===== src/rtl/dbg_uart_word_seq_if.sv =====
// Word/byte handshake bundle between the debug tap UART and the
// debug command FSM, as seen by the word sequencer.
interface dbg_uart_word_seq_if;
    logic        flush_i;
    logic [7:0]  rx_byte_i;
    logic        rx_valid_i;
    logic [31:0] rx_word_o;
    logic        rx_word_valid_o;
    logic        rx_word_ready_i;
    logic [31:0] tx_word_i;
    logic        tx_word_valid_i;
    logic        tx_word_ready_o;
    logic [7:0]  tx_byte_o;
    logic        tx_valid_o;
    logic        tx_done_i;
    logic        rx_timeout_o;
    logic        rx_overrun_o;

    modport slave (
        input  flush_i, rx_byte_i, rx_valid_i, rx_word_ready_i,
        input  tx_word_i, tx_word_valid_i, tx_done_i,
        output rx_word_o, rx_word_valid_o, tx_word_ready_o,
        output tx_byte_o, tx_valid_o, rx_timeout_o, rx_overrun_o
    );

    modport master (
        output flush_i, rx_byte_i, rx_valid_i, rx_word_ready_i,
        output tx_word_i, tx_word_valid_i, tx_done_i,
        input  rx_word_o, rx_word_valid_o, tx_word_ready_o,
        input  tx_byte_o, tx_valid_o, rx_timeout_o, rx_overrun_o
    );
endinterface


===== src/rtl/dbg_uart_word_seq.sv =====
// Packs UART RX bytes into 32-bit debug words and serialises
// 32-bit debug words back out as four UART TX bytes.
module dbg_uart_word_seq #(
    parameter int unsigned TIMEOUT_CYCLES = 34720,
    parameter bit          BIG_ENDIAN     = 1'b0
) (
    input logic                clk,
    input logic                rstn_i,
    dbg_uart_word_seq_if.slave bus
);
    localparam int TW = $clog2(TIMEOUT_CYCLES + 1);
    localparam logic [TW-1:0] TMAX = TW'(TIMEOUT_CYCLES);

    logic [1:0]    rx_cnt_q;
    logic [TW-1:0] rx_tmr_q;
    logic [TW-1:0] rx_tmr_inc;
    logic [31:0]   rx_asm_q;
    logic [31:0]   rx_asm_nxt;
    logic [31:0]   rx_word_q;
    logic          rx_vld_q;
    logic          rx_to_q;
    logic          rx_ovr_q;
    logic [1:0]    rx_lane;
    logic          rx_acc;
    logic          rx_last;
    logic          rx_tmr_hit;

    assign rx_lane = BIG_ENDIAN ? 2'd3 - rx_cnt_q : rx_cnt_q;

    always_comb begin
        rx_asm_nxt = rx_asm_q;
        rx_asm_nxt[{rx_lane, 3'b000} +: 8] = bus.rx_byte_i;
    end

    assign rx_acc  = rx_vld_q & bus.rx_word_ready_i;
    assign rx_last = bus.rx_valid_i & (rx_cnt_q == 2'd3);

    // Saturating increment; the timer is cleared on hit anyway
    assign rx_tmr_inc = (rx_tmr_q == TMAX) ? rx_tmr_q
                                           : rx_tmr_q + 1'b1;
    assign rx_tmr_hit = (rx_cnt_q != 2'd0) && !bus.rx_valid_i &&
                        (rx_tmr_inc == TMAX);

    always_ff @(posedge clk or negedge rstn_i) begin
        if (!rstn_i) begin
            rx_cnt_q  <= '0;
            rx_tmr_q  <= '0;
            rx_asm_q  <= '0;
            rx_word_q <= '0;
            rx_vld_q  <= 1'b0;
            rx_to_q   <= 1'b0;
            rx_ovr_q  <= 1'b0;
        end else if (bus.flush_i) begin
            rx_cnt_q  <= '0;
            rx_tmr_q  <= '0;
            rx_asm_q  <= '0;
            rx_word_q <= '0;
            rx_vld_q  <= 1'b0;
            rx_to_q   <= 1'b0;
            rx_ovr_q  <= 1'b0;
        end else begin
            if (rx_acc) begin
                rx_vld_q <= 1'b0;
            end
            if (bus.rx_valid_i) begin
                rx_cnt_q <= rx_cnt_q + 2'd1;
                rx_tmr_q <= '0;
                rx_asm_q <= rx_last ? '0 : rx_asm_nxt;
                if (rx_last) begin
                    if (!rx_vld_q || rx_acc) begin
                        rx_word_q <= rx_asm_nxt;
                        rx_vld_q  <= 1'b1;
                    end else begin
                        rx_ovr_q <= 1'b1;
                    end
                end
            end else if (rx_cnt_q != 2'd0) begin
                if (rx_tmr_hit) begin
                    rx_cnt_q <= '0;
                    rx_tmr_q <= '0;
                    rx_asm_q <= '0;
                    rx_to_q  <= 1'b1;
                end else begin
                    rx_tmr_q <= rx_tmr_inc;
                end
            end
        end
    end

    assign bus.rx_word_o       = rx_word_q;
    assign bus.rx_word_valid_o = rx_vld_q;
    assign bus.rx_timeout_o    = rx_to_q;
    assign bus.rx_overrun_o    = rx_ovr_q;

    typedef enum logic {
        T_IDLE,
        T_SEND
    } tx_state_e;

    tx_state_e   st_q;
    tx_state_e   st_d;
    logic [1:0]  idx_q;
    logic [1:0]  idx_d;
    logic [31:0] txw_q;
    logic [31:0] txw_d;
    logic [1:0]  tx_lane;

    always_ff @(posedge clk or negedge rstn_i) begin
        if (!rstn_i) begin
            st_q  <= T_IDLE;
            idx_q <= '0;
            txw_q <= '0;
        end else begin
            st_q  <= st_d;
            idx_q <= idx_d;
            txw_q <= txw_d;
        end
    end

    always_comb begin
        st_d  = st_q;
        idx_d = idx_q;
        txw_d = txw_q;
        unique case (st_q)
            T_IDLE: begin
                if (bus.tx_word_valid_i) begin
                    st_d  = T_SEND;
                    idx_d = 2'd0;
                    txw_d = bus.tx_word_i;
                end
            end
            T_SEND: begin
                if (bus.tx_done_i) begin
                    if (idx_q == 2'd3) begin
                        st_d = T_IDLE;
                    end else begin
                        idx_d = idx_q + 2'd1;
                    end
                end
            end
        endcase
        // Abandon any byte in flight
        if (bus.flush_i) begin
            st_d  = T_IDLE;
            idx_d = 2'd0;
            txw_d = '0;
        end
    end

    assign tx_lane = BIG_ENDIAN ? 2'd3 - idx_q : idx_q;

    assign bus.tx_word_ready_o = (st_q == T_IDLE);
    assign bus.tx_valid_o      = (st_q == T_SEND);
    assign bus.tx_byte_o       = (st_q == T_SEND) ?
                                 txw_q[{tx_lane, 3'b000} +: 8] : 8'h00;
endmodule


===== src/flat_wrapper.sv =====
// flat-port wrapper written by rule: the top's interface ports become plain ports
module dbg_uart_word_seq_flat 
#(
    parameter int unsigned TIMEOUT_CYCLES = 34720,
    parameter bit          BIG_ENDIAN     = 1'b0
)
  (clk, rstn_i, bus_flush_i, bus_rx_byte_i, bus_rx_valid_i, bus_rx_word_ready_i, bus_tx_word_i, bus_tx_word_valid_i, bus_tx_done_i, bus_rx_word_o, bus_rx_word_valid_o, bus_tx_word_ready_o, bus_tx_byte_o, bus_tx_valid_o, bus_rx_timeout_o, bus_rx_overrun_o);
  dbg_uart_word_seq_if bus_i ();
  input logic clk;
  input logic rstn_i;
  input wire logic [$bits(bus_i.flush_i)-1:0] bus_flush_i;
  input wire logic [$bits(bus_i.rx_byte_i)-1:0] bus_rx_byte_i;
  input wire logic [$bits(bus_i.rx_valid_i)-1:0] bus_rx_valid_i;
  input wire logic [$bits(bus_i.rx_word_ready_i)-1:0] bus_rx_word_ready_i;
  input wire logic [$bits(bus_i.tx_word_i)-1:0] bus_tx_word_i;
  input wire logic [$bits(bus_i.tx_word_valid_i)-1:0] bus_tx_word_valid_i;
  input wire logic [$bits(bus_i.tx_done_i)-1:0] bus_tx_done_i;
  output wire logic [$bits(bus_i.rx_word_o)-1:0] bus_rx_word_o;
  output wire logic [$bits(bus_i.rx_word_valid_o)-1:0] bus_rx_word_valid_o;
  output wire logic [$bits(bus_i.tx_word_ready_o)-1:0] bus_tx_word_ready_o;
  output wire logic [$bits(bus_i.tx_byte_o)-1:0] bus_tx_byte_o;
  output wire logic [$bits(bus_i.tx_valid_o)-1:0] bus_tx_valid_o;
  output wire logic [$bits(bus_i.rx_timeout_o)-1:0] bus_rx_timeout_o;
  output wire logic [$bits(bus_i.rx_overrun_o)-1:0] bus_rx_overrun_o;
  assign bus_i.flush_i = bus_flush_i;
  assign bus_i.rx_byte_i = bus_rx_byte_i;
  assign bus_i.rx_valid_i = bus_rx_valid_i;
  assign bus_i.rx_word_ready_i = bus_rx_word_ready_i;
  assign bus_i.tx_word_i = bus_tx_word_i;
  assign bus_i.tx_word_valid_i = bus_tx_word_valid_i;
  assign bus_i.tx_done_i = bus_tx_done_i;
  assign bus_rx_word_o = bus_i.rx_word_o;
  assign bus_rx_word_valid_o = bus_i.rx_word_valid_o;
  assign bus_tx_word_ready_o = bus_i.tx_word_ready_o;
  assign bus_tx_byte_o = bus_i.tx_byte_o;
  assign bus_tx_valid_o = bus_i.tx_valid_o;
  assign bus_rx_timeout_o = bus_i.rx_timeout_o;
  assign bus_rx_overrun_o = bus_i.rx_overrun_o;
  dbg_uart_word_seq #(.TIMEOUT_CYCLES(TIMEOUT_CYCLES), .BIG_ENDIAN(BIG_ENDIAN)) u_core (.clk(clk), .rstn_i(rstn_i), .bus(bus_i));
endmodule

===== config.mk =====
export PLATFORM = sky130hd
export DESIGN_NAME = dbg_uart_word_seq_flat
export DESIGN_NICKNAME = d
export VERILOG_FILES = /design/src/rtl/dbg_uart_word_seq_if.sv /design/src/rtl/dbg_uart_word_seq.sv /design/src/flat_wrapper.sv
export SDC_FILE = /design/constraint.sdc
export NUM_CORES = 1
export LEC_CHECK = 0
export CAP_MARGIN = 25
export CORE_MARGIN = 3
export CORE_UTILIZATION = 53
export CTS_CLUSTER_SIZE = 12
export DETAILED_ROUTE_END_ITERATION = 8
export PLACE_DENSITY = 0.79
export SYNTH_ARGS = -nofsm -noshare
export SYNTH_HDL_FRONTEND = slang
export SYNTH_SLANG_ARGS = --single-unit

===== constraint.sdc =====
create_clock -name clk -period 2.9 [get_ports clk]
set_input_delay 0.435 -clock clk [delete_from_list [all_inputs] [get_ports clk]]
set_output_delay 0.435 -clock clk [all_outputs]
set_load 0.05 [all_outputs]

==> impl_metrics.toml <==
[power]
power_density_nw_per_um2 = 439.5
ir_worst_vdd_v = 0.0002888
p_comb_share_pct = 14.2
p_clk_share_pct = 31.7
seq_power_share_pct = 54.0
p_sw_share_pct = 27.17
p_total_uw = 3023
leakage_uw = 0.002844
p_int_uw = 2202
power_switching_uw = 821.5

[clocking]
cts_sinks = 112
clkLatencyLatePin_ns = 0.38
clockBufferDepth = 2
cts_resized = 0
cts_root_buffer = "clkbuf_8"
cts_buffers = 9
clkTransAtPathRegs_ns = 0.11
htreeDepth = 3
cts_tree = "yes"

[grt]
grt_max_degree = 61
grt_pass1_vias = 4577
grt_use_met1_pct = 35.21
antenna_found_initial = 0
grt.busiest_layer = "met2"
grt_use_met2_pct = 39.06
met3_usage_pct = 4.618
grt_pass1_wl_mm = 22.89
grtUsageTotal_pct = 24.59
grt.overflow.total = 0

[yosys]
synth_top_area_share_pct = 50.03
syn_inst = 520
synth_flop_cell = "dfrtp_1"
ys_ff_latch = 112
synthesis.area_um2 = 5602
yosysUniqueCellTypes = 54
syn_area_per_cell_um2 = 10.77
synth-edff-count = 0
syn_nets = 575
ys_async_sr_fraction_pct = 100.0
synth_area_leaders = "dfrtp_1, a22o_1, nor2_1, a2bb2oi_1, o21ai_2"
synth_top_area_cell = "dfrtp_1"
ys_seq_area_share_pct = 50.03
yosys_warnings = 0

[route]
drtIter0Drc = 276
drc = 0
avgRoutedWirePerCell_um = 18.24
detail-route-antenna-nets = 0
num_vias = 4411
vias_per_cell = 5.969
routed_wl_mm = 13.48
drtPass1Iterations = 4

[worst_setup_path]
crit_buf_inv = 2
cp-end-kind = "primary output"
start_kind = "register"
required_ns = 2.47
worstPathArrival_ns = 2.30
crit_path_cell_trace = "buf_4, mux4_2, and2_1, clkdlybuf4s50_1"
critical_path_class = "register to primary output"
cp_max_fo = 6
cp_slowest_cell = "clkdlybuf4s50_1"
crit_family = "buffers and inverters"
max_stage_delay_ns = 0.70

[sta]
fin_crit_sh_pct = 94.43
rsz0062_at_grt = "false"
hold_viol_final = 0
setup_ws_ns = 0.1615
fmax_ghz = 0.3652
final-setup-viol-count = 0
tns_ns = 0
tightest_slew_ns = 0.6363
finalMaxSlewViolations = 0
relSlewSlack_pct = 57.58
fin_skew_ns = 0.008203
layout_min_cycle_time_ns = 2.739

[finish]
mostFrequentLayoutCells = "dfrtp_1, clkdlybuf4s50_1, nor2_1"
layout-drive-gt1-share_pct = 12.87
nets = 656
fillers = 760
area_growth_syn_to_layout_pct = 22.78
layout_commonest_cell = "dfrtp_1"
final_area_um2 = 6878
stdcell_count = 739
diodes = 0

[placement]
place_inst = 722
dpl_cell_area_um2 = 6664
dp_hpwl_mm = 9.579
io_buffers = 91
finalWeightedCongestion = 0.8889
place_ws_ns = 0.2530

[die]
die_h_um = 108.8
io_pins = 92
initial_core_util_pct = 55.77
fp.coreArea_um2 = 10040
fp.dieW_um = 108.8
dieArea_um2 = 11840
placementRows = 36

[flow_run]
maxCapViolCount = 0

[run_status]
status = "finished clean"

[min_path]
hp-class = "input pin to asynchronous set/reset pin"
[worst register-to-register path, delay by kind of cell (launching register included)]
kind	cells	cell delay [ns]
fa+ha+maj	1	0.32
compound gates	2	0.67
flops	1	0.53
simple gates	3	0.90
buf+inv	1	0.09
[area by class of cell]
type | instances | area [um^2] | share of cell area [%]
Tap cell | 133 | 166.4 | 2.420
Timing Repair Buffer | 110 | 1079 | 15.68
Multi-Input combinational cell | 336 | 2506 | 36.44
Inverter | 32 | 120.1 | 1.746
Clock inverter | 7 | 80.08 | 1.164
Sequential cell | 112 | 2803 | 40.75
Clock buffer | 9 | 123.9 | 1.801
[flip-flops by register name (all words and copies together) (netlist names)]
register                    count
u_core.idx_q                    2
u_core.bus.rx_timeout_o         1
u_core.bus.rx_word_o           32
u_core.bus.rx_overrun_o         1
u_core.bus.tx_valid_o           1
u_core.rx_asm_q                24
u_core.bus.rx_word_valid_o      1
u_core.rx_tmr_q                16
u_core.rx_cnt_q                 2
u_core.txw_q                   32
[synth_stat cells, types with 8 or more instances]
library cell,n
dfrtp_1,112
nor2_1,58
a22o_1,40
inv_1,32
clkbuf_1,27
a211oi_1,24
a2bb2oi_1,24
a22oi_1,22
o21ai_2,21
nand2_1,17
nand3_1,13
and2_1,9
a21oi_1,8
ha_1,8
mux4_2,8
[path summary, 6_finish.rpt]
kind / startpoint / endpoint / slack [ns] / cells past startpoint
max: u_core.idx_q[0] / bus_tx_byte_o[1] / 0.16 / 4
min: rstn_i / u_core.txw_q[27] / 0.49 / 2
max reg2reg: u_core.rx_tmr_q[0] / u_core.rx_tmr_q[7] / 0.26 / 7
min reg2reg: u_core.txw_q[27] / u_core.txw_q[27] / 0.51 / 1
max in group asynchronous: rstn_i / u_core.txw_q[16] / 1.73 / 3
min in group clk: u_core.txw_q[27] / u_core.txw_q[27] / 0.51 / 1
[kinds of logic (layout without fill, tap and decap cells)]
kind of cell | after synthesis | after routing | synth area share [%]
AO/OA/AOI/OAI | 165 | 165 | 24.39
AND/OR/NAND/NOR | 141 | 141 | 12.84
flip-flops | 112 | 112 | 50.03
buffers and inverters | 72 | 158 | 5.517
XOR/XNOR | 13 | 13 | 2.033
multiplexers | 9 | 9 | 3.395
adder cells (fa/ha/maj) | 8 | 8 | 1.787
[power groups by stage]
stage / clock network, uW / logic, uW / registers [uW]
floorplan: 0 / 214 / 1680
global placement: 0 / 421 / 1660
detailed placement: 0 / 429 / 1660
CTS: 981 / 433 / 1630
global route: 1040 / 465 / 1640
finish: 959 / 430 / 1630
[repair_timing]
action                                  in CTS  in global routing
endpoints found under the setup margin       0                  0
hold buffers                                 1                  0
setup buffers                                0                  0
endpoints found under the hold margin       23                  0
[layer usage]
| metal | routed length [um] | vias to the layer above |
|---|---|---|
| met5 | 0 | - |
| met4 | 122 | 0 |
| met3 | 782 | 12 |
| met2 | 6381 | 124 |
| met1 | 6192 | 2210 |
| li1 | - | 2065 |
[stage by stage]
step	utilization [%]	hold WS, ns
finish	68.47	0.4862
global route	68.47	0.5052
CTS	68.47	0.4847
detailed placement	66.34	0.3620
global placement	66.34	0.3565
floorplan	-	0.1394
No activity file was read; power rests on OpenSTA's default activity.
